==> config.mk <==
export PLATFORM = sky130hd
export DESIGN_NAME = imm_encoder
export DESIGN_NICKNAME = d
export VERILOG_FILES = /design/src/rtl/imm_encoder_pkg.sv /design/src/rtl/imm_encoder_roundtrip_check.sv /design/src/rtl/imm_encoder.sv
export SDC_FILE = /design/constraint.sdc
export NUM_CORES = 1
export LEC_CHECK = 0
export CORE_MARGIN = 2
export CORE_UTILIZATION = 45
export DETAILED_ROUTE_END_ITERATION = 6
export DONT_BUFFER_PORTS = 1
export PLACE_DENSITY = 0.64
export SLEW_MARGIN = 20
export SYNTH_ARGS = -nofsm -noshare
export SYNTH_HDL_FRONTEND = slang
export SYNTH_HIERARCHICAL = 1
export SYNTH_SLANG_ARGS = --single-unit
export TNS_END_PERCENT = 5
==> constraint.sdc <==
create_clock -name clk -period 3.7 [get_ports clk]
set_clock_uncertainty 0.05 [all_clocks]
set_input_delay 0.74 -clock clk [delete_from_list [all_inputs] [get_ports clk]]
set_output_delay 0.74 -clock clk [all_outputs]
set_load 0.02 [all_outputs]
==> src/rtl/imm_encoder_pkg.sv <==
// Shared RV32I immediate type codes, opcode constants and the encode/decode
// helpers used by the immediate encoder and its optional round-trip checker.
package imm_encoder_pkg;

    typedef enum logic [2:0] {
        ITYPE = 3'd0,
        STYPE = 3'd1,
        BTYPE = 3'd2,
        UTYPE = 3'd3,
        JTYPE = 3'd4,
        RTYPE = 3'd5
    } imm_type_e;

    localparam logic [6:0] OPC_OP_IMM = 7'h13;
    localparam logic [6:0] OPC_STORE  = 7'h23;
    localparam logic [6:0] OPC_BRANCH = 7'h63;
    localparam logic [6:0] OPC_LUI    = 7'h37;
    localparam logic [6:0] OPC_JAL    = 7'h6F;
    localparam logic [6:0] OPC_OP     = 7'h33;

    typedef struct packed {
        logic [31:0] inst;
        logic        err;
    } enc_t;

    function automatic enc_t imm_encode(input logic [2:0]  ty,
                                        input logic [31:0] imm,
                                        input logic [31:0] base);
        enc_t        r;
        logic        legal;
        logic [31:0] v;
        // NOTE: every output gets a default before the case so no path leaves
        // it unassigned; in combinational logic a missed path infers a latch.
        r.inst = base;
        legal  = 1'b0;
        case (imm_type_e'(ty))
            ITYPE, STYPE: legal = (&imm[31:11]) | ~(|imm[31:11]);
            BTYPE:        legal = ~imm[0] & ((&imm[31:12]) | ~(|imm[31:12]));
            JTYPE:        legal = ~imm[0] & ((&imm[31:20]) | ~(|imm[31:20]));
            UTYPE:        legal = ~(|imm[11:0]);
            RTYPE:        legal = 1'b1;
            default:      legal = 1'b0;
        endcase
        // An illegal immediate still emits a word, with its immediate fields zeroed.
        v = legal ? imm : 32'h0;
        case (imm_type_e'(ty))
            ITYPE: r.inst[31:20] = v[11:0];
            STYPE: begin
                r.inst[31:25] = v[11:5];
                r.inst[11:7]  = v[4:0];
            end
            BTYPE: begin
                r.inst[31]    = v[12];
                r.inst[30:25] = v[10:5];
                r.inst[11:8]  = v[4:1];
                r.inst[7]     = v[11];
            end
            UTYPE: r.inst[31:12] = v[31:12];
            JTYPE: begin
                r.inst[31]    = v[20];
                r.inst[30:21] = v[10:1];
                r.inst[20]    = v[11];
                r.inst[19:12] = v[19:12];
            end
            default: r.inst = base;
        endcase
        r.err = ~legal;
        return r;
    endfunction

    // Same sign-extension rules as the core's immediate-extend stage.
    function automatic logic [31:0] imm_decode(input logic [2:0]  ty,
                                               input logic [31:0] inst);
        logic [31:0] d;
        d = 32'h0;
        case (imm_type_e'(ty))
            ITYPE:   d = {{20{inst[31]}}, inst[31:20]};
            STYPE:   d = {{20{inst[31]}}, inst[31:25], inst[11:7]};
            BTYPE:   d = {{19{inst[31]}}, inst[31], inst[7], inst[30:25], inst[11:8], 1'b0};
            UTYPE:   d = {inst[31:12], 12'h000};
            JTYPE:   d = {{11{inst[31]}}, inst[31], inst[19:12], inst[20], inst[30:21], 1'b0};
            default: d = 32'h0;
        endcase
        return d;
    endfunction

endpackage

==> src/rtl/imm_encoder_roundtrip_check.sv <==
// Re-decodes a registered instruction word and flags any difference from the
// immediate it was built from (legal, non-R words only).
module imm_roundtrip_check
    import imm_encoder_pkg::*;
(
    input  logic        valid,
    input  logic [31:0] inst,
    input  logic [31:0] imm,
    input  logic [2:0]  imm_type,
    input  logic        err,
    output logic        mismatch
);

    logic [31:0] decoded;

    always_comb begin
        decoded  = imm_decode(imm_type, inst);
        mismatch = valid && !err && (imm_type != RTYPE) && (decoded != imm);
    end

endmodule

==> src/rtl/imm_encoder.sv <==
// RV32I immediate encoder: checks and scatters an immediate into an instruction
// template, streaming addressed words out. IMM_ENC_ROUNDTRIP_CHECK_EN adds rt_mismatch.
module imm_encoder
    import imm_encoder_pkg::*;
#(
    parameter logic [31:0] ADDR_BASE = 32'h0000_0000,
    parameter int          ERR_CNT_W = 8
) (
    input  logic                 clk,
    input  logic                 rst_n,
    input  logic                 addr_clr,
    input  logic                 in_valid,
    output logic                 in_ready,
    input  logic [2:0]           in_imm_type,
    input  logic [31:0]          in_imm,
    input  logic [31:0]          in_base,
    output logic                 out_valid,
    input  logic                 out_ready,
    output logic [31:0]          out_inst,
    output logic [31:0]          out_addr,
    output logic                 out_err,
    output logic [ERR_CNT_W-1:0] err_cnt
`ifdef IMM_ENC_ROUNDTRIP_CHECK_EN
    ,
    output logic                 rt_mismatch
`endif
);

    localparam logic [31:0] ADDR_INC = 32'd4;

    logic        accept;
    enc_t        enc;
    logic [31:0] addr_cnt;
    logic [31:0] word_addr;

    assign in_ready  = !out_valid || out_ready;
    assign accept    = in_valid && in_ready;
    assign word_addr = addr_clr ? ADDR_BASE : addr_cnt;

    always_comb begin
        enc = imm_encode(in_imm_type, in_imm, in_base);
    end

`ifdef IMM_ENC_ROUNDTRIP_CHECK_EN
    logic [31:0] chk_imm;
    logic [2:0]  chk_type;
`endif

    // NOTE: sequential state uses non-blocking assignments so every register
    // samples pre-edge values regardless of statement order.
    always_ff @(posedge clk or negedge rst_n) begin
        if (!rst_n) begin
            out_valid <= 1'b0;
            out_inst  <= 32'h0;
            out_addr  <= 32'h0;
            out_err   <= 1'b0;
            err_cnt   <= '0;
            addr_cnt  <= ADDR_BASE;
`ifdef IMM_ENC_ROUNDTRIP_CHECK_EN
            chk_imm   <= 32'h0;
            chk_type  <= 3'd0;
`endif
        end else if (accept) begin
            out_valid <= 1'b1;
            out_inst  <= enc.inst;
            out_err   <= enc.err;
            out_addr  <= word_addr;
            addr_cnt  <= word_addr + ADDR_INC;
            if (enc.err && (err_cnt != '1)) begin
                err_cnt <= err_cnt + 1'b1;
            end
`ifdef IMM_ENC_ROUNDTRIP_CHECK_EN
            chk_imm   <= in_imm;
            chk_type  <= in_imm_type;
`endif
        end else begin
            if (out_ready) begin
                out_valid <= 1'b0;
            end
            if (addr_clr) begin
                addr_cnt <= ADDR_BASE;
            end
        end
    end

`ifdef IMM_ENC_ROUNDTRIP_CHECK_EN
    imm_roundtrip_check u_rt_check (
        .valid    (out_valid),
        .inst     (out_inst),
        .imm      (chk_imm),
        .imm_type (chk_type),
        .err      (out_err),
        .mismatch (rt_mismatch)
    );
`endif

endmodule

==> results of run 1 <==
-- cell usage after synthesis, drive strengths merged (4+ instances only) --
cell | number | area, um^2
a21oi | 13 | 65.1
a221oi | 12 | 105
a22o | 6 | 52.6
a31oi | 12 | 75.1
and2 | 4 | 27.5
and4 | 4 | 35.0
buf | 14 | 118
clkbuf | 16 | 61.3
dfrtp | 106 | 2650
inv | 9 | 33.8
mux2 | 9 | 101
nand2 | 101 | 379
nand2b | 15 | 93.8
nand3 | 26 | 135
nand3b | 10 | 75.1
nand4 | 9 | 62.6
nor2 | 59 | 224
nor2b | 17 | 106
nor3 | 6 | 30.0
nor4 | 12 | 105
o21ai | 27 | 135
or3 | 5 | 36.3
xnor2 | 13 | 114
xor2 | 17 | 149
-- sequential cells by signal, summed over array words and instances, names as in the netlist --
| register | cells |
|---|---|
| addr_cnt | 32 |
| out_addr | 32 |
| out_inst | 32 |
| err_cnt | 8 |
| out_err | 1 |
| out_valid | 1 |
-- final cells by class --
class / count / area [um^2] / share of cell area (%)
inverters: 9 / 33.8 / 0.613
clock buffers: 13 / 260 / 4.72
multi-input cells: 398 / 2300 / 41.7
well taps: 143 / 179 / 3.25
flip-flops and latches: 106 / 2650 / 48.1
clock inverters: 3 / 47.5 / 0.863
repair buffers: 5 / 37.5 / 0.681
-- cell usage in the layout (no fill, tap or decap), types with 10 or more instances in the layout --
cell type and count:
a31oi_1 12, nor2_1 58, a221oi_1 12, nor4_1 10, o21ai_0 23, xor2_1 17, nand2b_1 15, nand3b_1 10
dfrtp_1 106, xnor2_1 13, nand2_1 100, nor2b_1 17, nand3_1 25, a21oi_1 13
-- final timing paths --
check | start | endpoint | slack, ps
worst max-delay path | out_valid | addr_cnt[31] | 1210
worst min-delay path | rst_n | out_addr[14] | 40
worst max register to register | out_valid | addr_cnt[31] | 1210
worst min register to register | addr_cnt[22] | addr_cnt[22] | 440
max in group asynchronous | rst_n | out_addr[1] | 3390
min in group clk | addr_clr | addr_cnt[14] | 410
-- cells by family (layout without fill, tap and decap cells) --
| family | after synthesis | count (layout) | share of synthesized area (%) |
|---|---|---|---|
| compound gates | 79 | 79 | 9.91 |
| xor+xnor | 30 | 30 | 5.09 |
| fa+ha+maj | 2 | 2 | 0.485 |
| buf+inv | 39 | 30 | 4.12 |
| flops | 106 | 106 | 51.4 |
| mux | 12 | 12 | 2.54 |
| simple gates | 275 | 275 | 26.5 |
-- power by group --
group / internal [mW] / switching (mW)
Clock: 0.565 / 0.414
Combinational: 0.0986 / 0.119
Sequential: 1.25 / 0.220
Total: 1.92 / 0.753
-- routing by layer --
layer | vias to the layer above | part of all wire (%) | GRT usage, %
li1 | 1839 | - | -
met1 | 1798 | 43 | 24.6
met2 | 135 | 47 | 31.0
met3 | 17 | 8.2 | 7.11
met4 | 0 | 1.7 | 7.74
met5 | - | 0 | 0
==> flow_summary.toml, run 1 <==
[setup_path]
critical_path.startpoint_type = "register"
rr_worst_depth = 7
max_stage_delay_ps = 460
path_cells = "nand2b_1 -> nand4_2 -> nor4_4 -> and2_4 -> or3b_1 -> xor2_1 -> nor2_1"
arrival_ps = 2710
worstPathBufferInverterCount = 0
critPathKind = "reg2reg"
worstPathRequired_ps = 3920
endpoint_kind = "register"
cp_num_cells = 7
critPathSlowestCell = "dfrtp_1"
worstPathMaxFanout = 6
crit_family = "simple AND/OR/NAND/NOR gates"

[run_status]
status = "finished, final reports clean"

[synthesis]
synth-seq-cells = 106
synth_cells = 543
yosysUniqueCellTypes = 50
ys_warn_count = 6
syn_avg_cell_area_um2 = 9.51
synth-edff-count = 0
syn_nets = 617
netlist_area_mm2 = 0.00516
ys_seq_area_share_pct = 51.4
synth_ff_type = "dfrtp_1"
async_flop_share_pct = 100

[cells_and_area]
drive_gt1_share_pct = 7.30
postLayoutCoreUtil_pct = 48.7
fin_cells = 677
fillers = 1111
nets = 603
area_delta_synth_final_pct = 6.76
antenna_cells = 0
fin_area_mm2 = 0.00551

[floorplan]
fp.dieW_um = 111
dieHeight_um = 111
rows = 39
start_util_pct = 45.6
die_area_mm2 = 0.0123
ioPinCount = 147
coreArea_mm2 = 0.0113

[clock_tree]
path_clk_slew_ps = 70
root_buffer = "clkbuf_16"
clk_latency_ps = 340
hold_buffers = 0
cts_buffers = 9
clock_sinks = 106
clockBufferDepth = 2
cts_setup_buffers = 0
post_cts_resized = 0
cts_tree = "built"
htree_num_levels = 3

[global_route]
grt_pass1_vias = 3820
grt.overflow.total = 0
gr-usage-all-layers_pct = 19.6
antenna_found_initial = 0
grt_max_degree = 107
grt_pass1_wl_um = 19700

[sta]
max_slew_margin_pct = 56.7
max_slew.worst_pin.slew_ps = 650
setup_ws_ps = 1210
fin_tns_setup_ps = 0
fin_hold_ws_ps = 40.7
fmax_mhz = 401
hold_viol_final = 0
rsz0062_at_grt = "no"
setup_violations = 0
drv_slew = 0
min_period_ps = 2490
post-route-period-util_pct = 67.4

[min_path]
min_path_type = "in2async"

[detailed_routing]
drt_pass1_iterations = 4
antenna_left = 0
viasPerCell = 5.60
drtIter0Drc = 222
drt_wl_total_um = 11600
drc = 0
wire_per_inst_um = 17.1
vias = 3789

[power]
power.density_mw_per_mm2 = 484
power_mw = 2.67
leakagePower_nw = 2.42
ir_worst_vdd_v = 0.000281

[placement]
dp.cells = 661
dp_hpwl_um = 8290
port_buffers = 0
place_congestion = 0.885
place_worst_setup_slack_ps = 900
dpl_cell_area_mm2 = 0.00520

[job]
drv_cap = 0
Power figures use the tool's default switching activity.
==> inputs of run 2 (changes only) <==
- clock period: 3.7 -> 2.6 ns (I/O delays scaled with it)
==> flow_summary.toml, run 2 (synthesis results as in run 1) <==
[run_status]
status = "finished with violations"
violations = "hold timing"

[clock_tree]
post_cts_resized = 0
path_clk_slew_ps = 70
cts_tree = "built"
htree_num_levels = 3
clk_latency_ps = 350
cts_setup_buffers = 0
cts_buffers = 9
root_buffer = "clkbuf_16"
clockBufferDepth = 2
clock_sinks = 106

[global_route]
grt_pass1_vias = 3904
grt.overflow.total = 0
grt_pass1_wl_um = 20000
antenna_found_initial = 0
gr-usage-all-layers_pct = 20.0
grt_max_degree = 107

[detailed_routing]
wl_met2_um = 5790
wl_met3_um = 1100
drt_wl_total_um = 12100
met1_length_um = 4980
top_layer_used = "met4"
drc = 0
viasPerCell = 5.71
drt_pass1_iterations = 5
vias = 3903
drtIter0Drc = 277
antenna_left = 0
wire_per_inst_um = 17.7

[setup_path]
rrSetupSlack_ps = 410
path_cells = "nand2b_1 -> or3_4 -> nor4_4 -> and2_4 -> or3b_1 -> xor2_1 -> nor2_1"
rr_worst_depth = 7
arrival_ps = 2380
critPathSlowestCell = "dfrtp_1"
worstPathRequired_ps = 2790
max_stage_delay_ps = 450
cp_num_cells = 7
worstPathBufferInverterCount = 0
critPathLaunch = "addr_cnt[12]"
critical_path.startpoint_type = "register"
critPathKind = "reg2reg"
r2r_end = "addr_cnt[31]"
crit_family = "simple AND/OR/NAND/NOR gates"
regToRegStartpoint = "addr_cnt[12]"
worstPathMaxFanout = 6
endpoint_kind = "register"
crit_path_end = "addr_cnt[31]"

[power]
leakagePower_nw = 2.45
power.density_mw_per_mm2 = 686
power_mw = 3.82
ir_worst_vdd_v = 0.000449

[floorplan]
coreArea_mm2 = 0.0113
rows = 39
ioPinCount = 147
dieHeight_um = 111
start_util_pct = 45.6
die_area_mm2 = 0.0123
fp.dieW_um = 111

[min_path]
min_path_type = "in2async"

[sta]
drv_slew = 0
max_slew.worst_pin.slew_ps = 655
fmax_mhz = 456
min_period_ps = 2190
fin_hold_ws_ps = -182
fin_tns_setup_ps = 0
rsz0062_at_grt = "no"
hold_viol_final = 106
post-route-period-util_pct = 84.3
max_slew_margin_pct = 56.3
setup_violations = 0
setup_ws_ps = 408

[placement]
place_congestion = 0.898
dp.cells = 667
dp_hpwl_um = 8600
port_buffers = 0
place_worst_setup_slack_ps = 133

[cells_and_area]
fin_cells = 683
final_cell_mix = "106 x dfrtp_1, 100 x nand2_1, 58 x nor2_1"
reg.largest.list = "addr_cnt (32), out_addr (32), out_inst (32)"
drive_gt1_share_pct = 8.70
area_delta_synth_final_pct = 7.80
antenna_cells = 0
nets = 609
final_common_cell = "dfrtp_1"

[job]
drv_cap = 0
==> run 2: cell types whose count changed in the layout (fill, tap and decap cells not counted), sizes merged <==
cell      previous run  this run
buf                  5        11
clkbuf              13        10
clkinv               2         3
clkinvlp             0         1
inv                  9        10
==> run 2: report_power, final <==
| group | total, mW | switching [mW] | internal (mW) |
|---|---|---|---|
| Combinational | 0.329 | 0.179 | 0.149 |
| Sequential | 2.10 | 0.319 | 1.78 |
| Clock | 1.39 | 0.613 | 0.775 |
==> run 2: how the worst min path moves through the flow <==
stage,end,cells after the start,slack [ps],startpoint
after floorplan,addr_cnt[0],0,170,rst_n
after global placement,out_inst[1],0,180,rst_n
after detailed placement,out_inst[0],0,180,rst_n
after global routing,out_addr[7],0,-200,rst_n
after CTS,out_addr[14],0,-200,rst_n
final,out_addr[14],0,-180,rst_n
==> run 2: stage by stage <==
stage	cell area, um^2	utilization, %
2_1_floorplan	5160	-
3_3_place_gp	5260	46.5
3_5_place_dp	5260	46.5
4_1_cts	5570	49.2
5_1_grt	5570	49.2
6_report	5570	49.2
==> run 2: final cells by class <==
type,count,area (um^2)
fill,1067,5760
sequential,106,2650
multi-input combinational,398,2300
clock buffer,10,239
tap,143,179
timing repair buffer,11,95.1
clock inverter,6,65.1
inverter,9,33.8
==> run 2: worst reg2reg max path: cells and delay by family (launching register included) <==
family | cells | cell delay, ps
xor gates and xnor gates | 1 | 150
DFF | 1 | 450
and+or+nand+nor | 6 | 1430
==> run 2: per-layer routing <==
metal / up-vias / global-route usage, %
li1: 1844 / -
met2: 157 / 32.4
met3: 23 / 6.89
met4: 0 / 8.40
met5: - / 0
met1: 1879 / 24.5
==> inputs of run 3 (changes only) <==
- clock period: 2.6 -> 2.3 ns (I/O delays scaled with it)
==> flow_summary.toml, run 3 (synthesis results as in run 1) <==
[sta]
min_period_ps = 2090
rsz0062_at_grt = "no"
post-route-period-util_pct = 90.7
fmax_mhz = 479
hold_viol_final = 106
fin_tns_setup_ps = 0
drv_slew = 0
fin_hold_ws_ps = -235
max_slew_margin_pct = 58.8
max_slew.worst_pin.slew_ps = 616
setup_violations = 0

[cells_and_area]
final_cell_mix = "106 x dfrtp_1, 100 x nand2_1, 58 x nor2_1"
reg.largest.list = "addr_cnt (32), out_addr (32), out_inst (32)"
area_delta_synth_final_pct = 9.72
postLayoutCoreUtil_pct = 50.0
fin_area_mm2 = 0.00566
drive_gt1_share_pct = 10.2
final_common_cell = "dfrtp_1"
nets = 619
antenna_cells = 0

[clock_tree]
clock_sinks = 106
clockBufferDepth = 2
cts_tree = "built"
cts_buffers = 9
post_cts_resized = 0
cts_setup_buffers = 0
path_clk_slew_ps = 70
htree_num_levels = 3
root_buffer = "clkbuf_16"
clk_latency_ps = 340

[setup_path]
worstPathRequired_ps = 2480
critPathSlowestCell = "dfrtp_1"
rr_worst_depth = 7
arrival_ps = 2260
regToRegStartpoint = "out_valid"
rrSetupSlack_ps = 210
worstPathMaxFanout = 6
r2r_end = "addr_cnt[31]"
endpoint_kind = "register"
critical_path.startpoint_type = "register"
path_cells = "nand2b_1 -> nand4_2 -> nor4_4 -> and2_4 -> or3b_1 -> xor2_1 -> nor2_1"
critPathKind = "reg2reg"
max_stage_delay_ps = 390

[global_route]
grt_max_degree = 107
antenna_found_initial = 0
grt_pass1_vias = 3863
grt.overflow.total = 0
gr-usage-all-layers_pct = 19.9
grt_pass1_wl_um = 20000

[job]
drv_cap = 0

[detailed_routing]
drt_pass1_iterations = 6
wire_per_inst_um = 17.5
drt_wl_total_um = 12100
drtIter0Drc = 200
drc = 0
viasPerCell = 5.65
vias = 3913
antenna_left = 0

[floorplan]
dieHeight_um = 111
die_area_mm2 = 0.0123
rows = 39
coreArea_mm2 = 0.0113
ioPinCount = 147
fp.dieW_um = 111
start_util_pct = 45.6

[min_path]
min_path_type = "in2async"

[power]
power_mw = 4.45
power.density_mw_per_mm2 = 785
leakagePower_nw = 2.51
ir_worst_vdd_v = 0.000377

[placement]
dp_hpwl_um = 8660
dpl_cell_area_mm2 = 0.00534
port_buffers = 0
place_congestion = 0.895

[run_status]
violations = "hold timing"
status = "finished with violations"
-- run 3: worst max path at each step --
stage / from / endpoint / slack (ps) / depth (start not counted)
2_1_floorplan: out_ready / addr_cnt[31] / 30 / 7
3_3_place_gp: in_imm[19] / out_inst[21] / 20 / 9
3_5_place_dp: in_imm[19] / out_inst[16] / -70 / 8
4_1_cts: out_valid / addr_cnt[31] / 210 / 7
5_1_grt: in_imm[20] / out_inst[12] / 50 / 8
6_report: out_valid / addr_cnt[31] / 210 / 7
-- run 3: stage by stage --
stage / cells / setup WS [ps]
after floorplan: 543 / 32.2
after global placement: 677 / 21.1
after detailed placement: 677 / -69.0
after CTS: 693 / 212
after global routing: 693 / 54.4
final: 693 / 214
-- run 3: final cells by class --
cell class / count / area [um^2]
timing repair buffer: 21 / 170
inverter: 9 / 33.8
fill: 1049 / 5660
sequential: 106 / 2650
tap: 143 / 179
multi-input combinational: 398 / 2300
clock inverter: 5 / 85.1
clock buffer: 11 / 243
-- run 3: layer usage --
metal  wire (um)  vias up  GRT usage (%)
met2        5830      135           32.7
met4         155        0           6.09
met1        5160     1891           25.6
met3         969       15           5.90
met5           0        -              0
li1            -     1872              -
-- run 3: critical path, delay by kind of cell (launching register included) --
kind / cells / cell delay (ps)
flip-flops: 1 / 390
XOR/XNOR: 1 / 150
AND/OR/NAND/NOR: 6 / 1390
-- run 3: power by group --
group / switching (mW) / internal, mW
Clock: 0.695 / 0.991
Combinational: 0.209 / 0.178
Sequential: 0.357 / 2.02
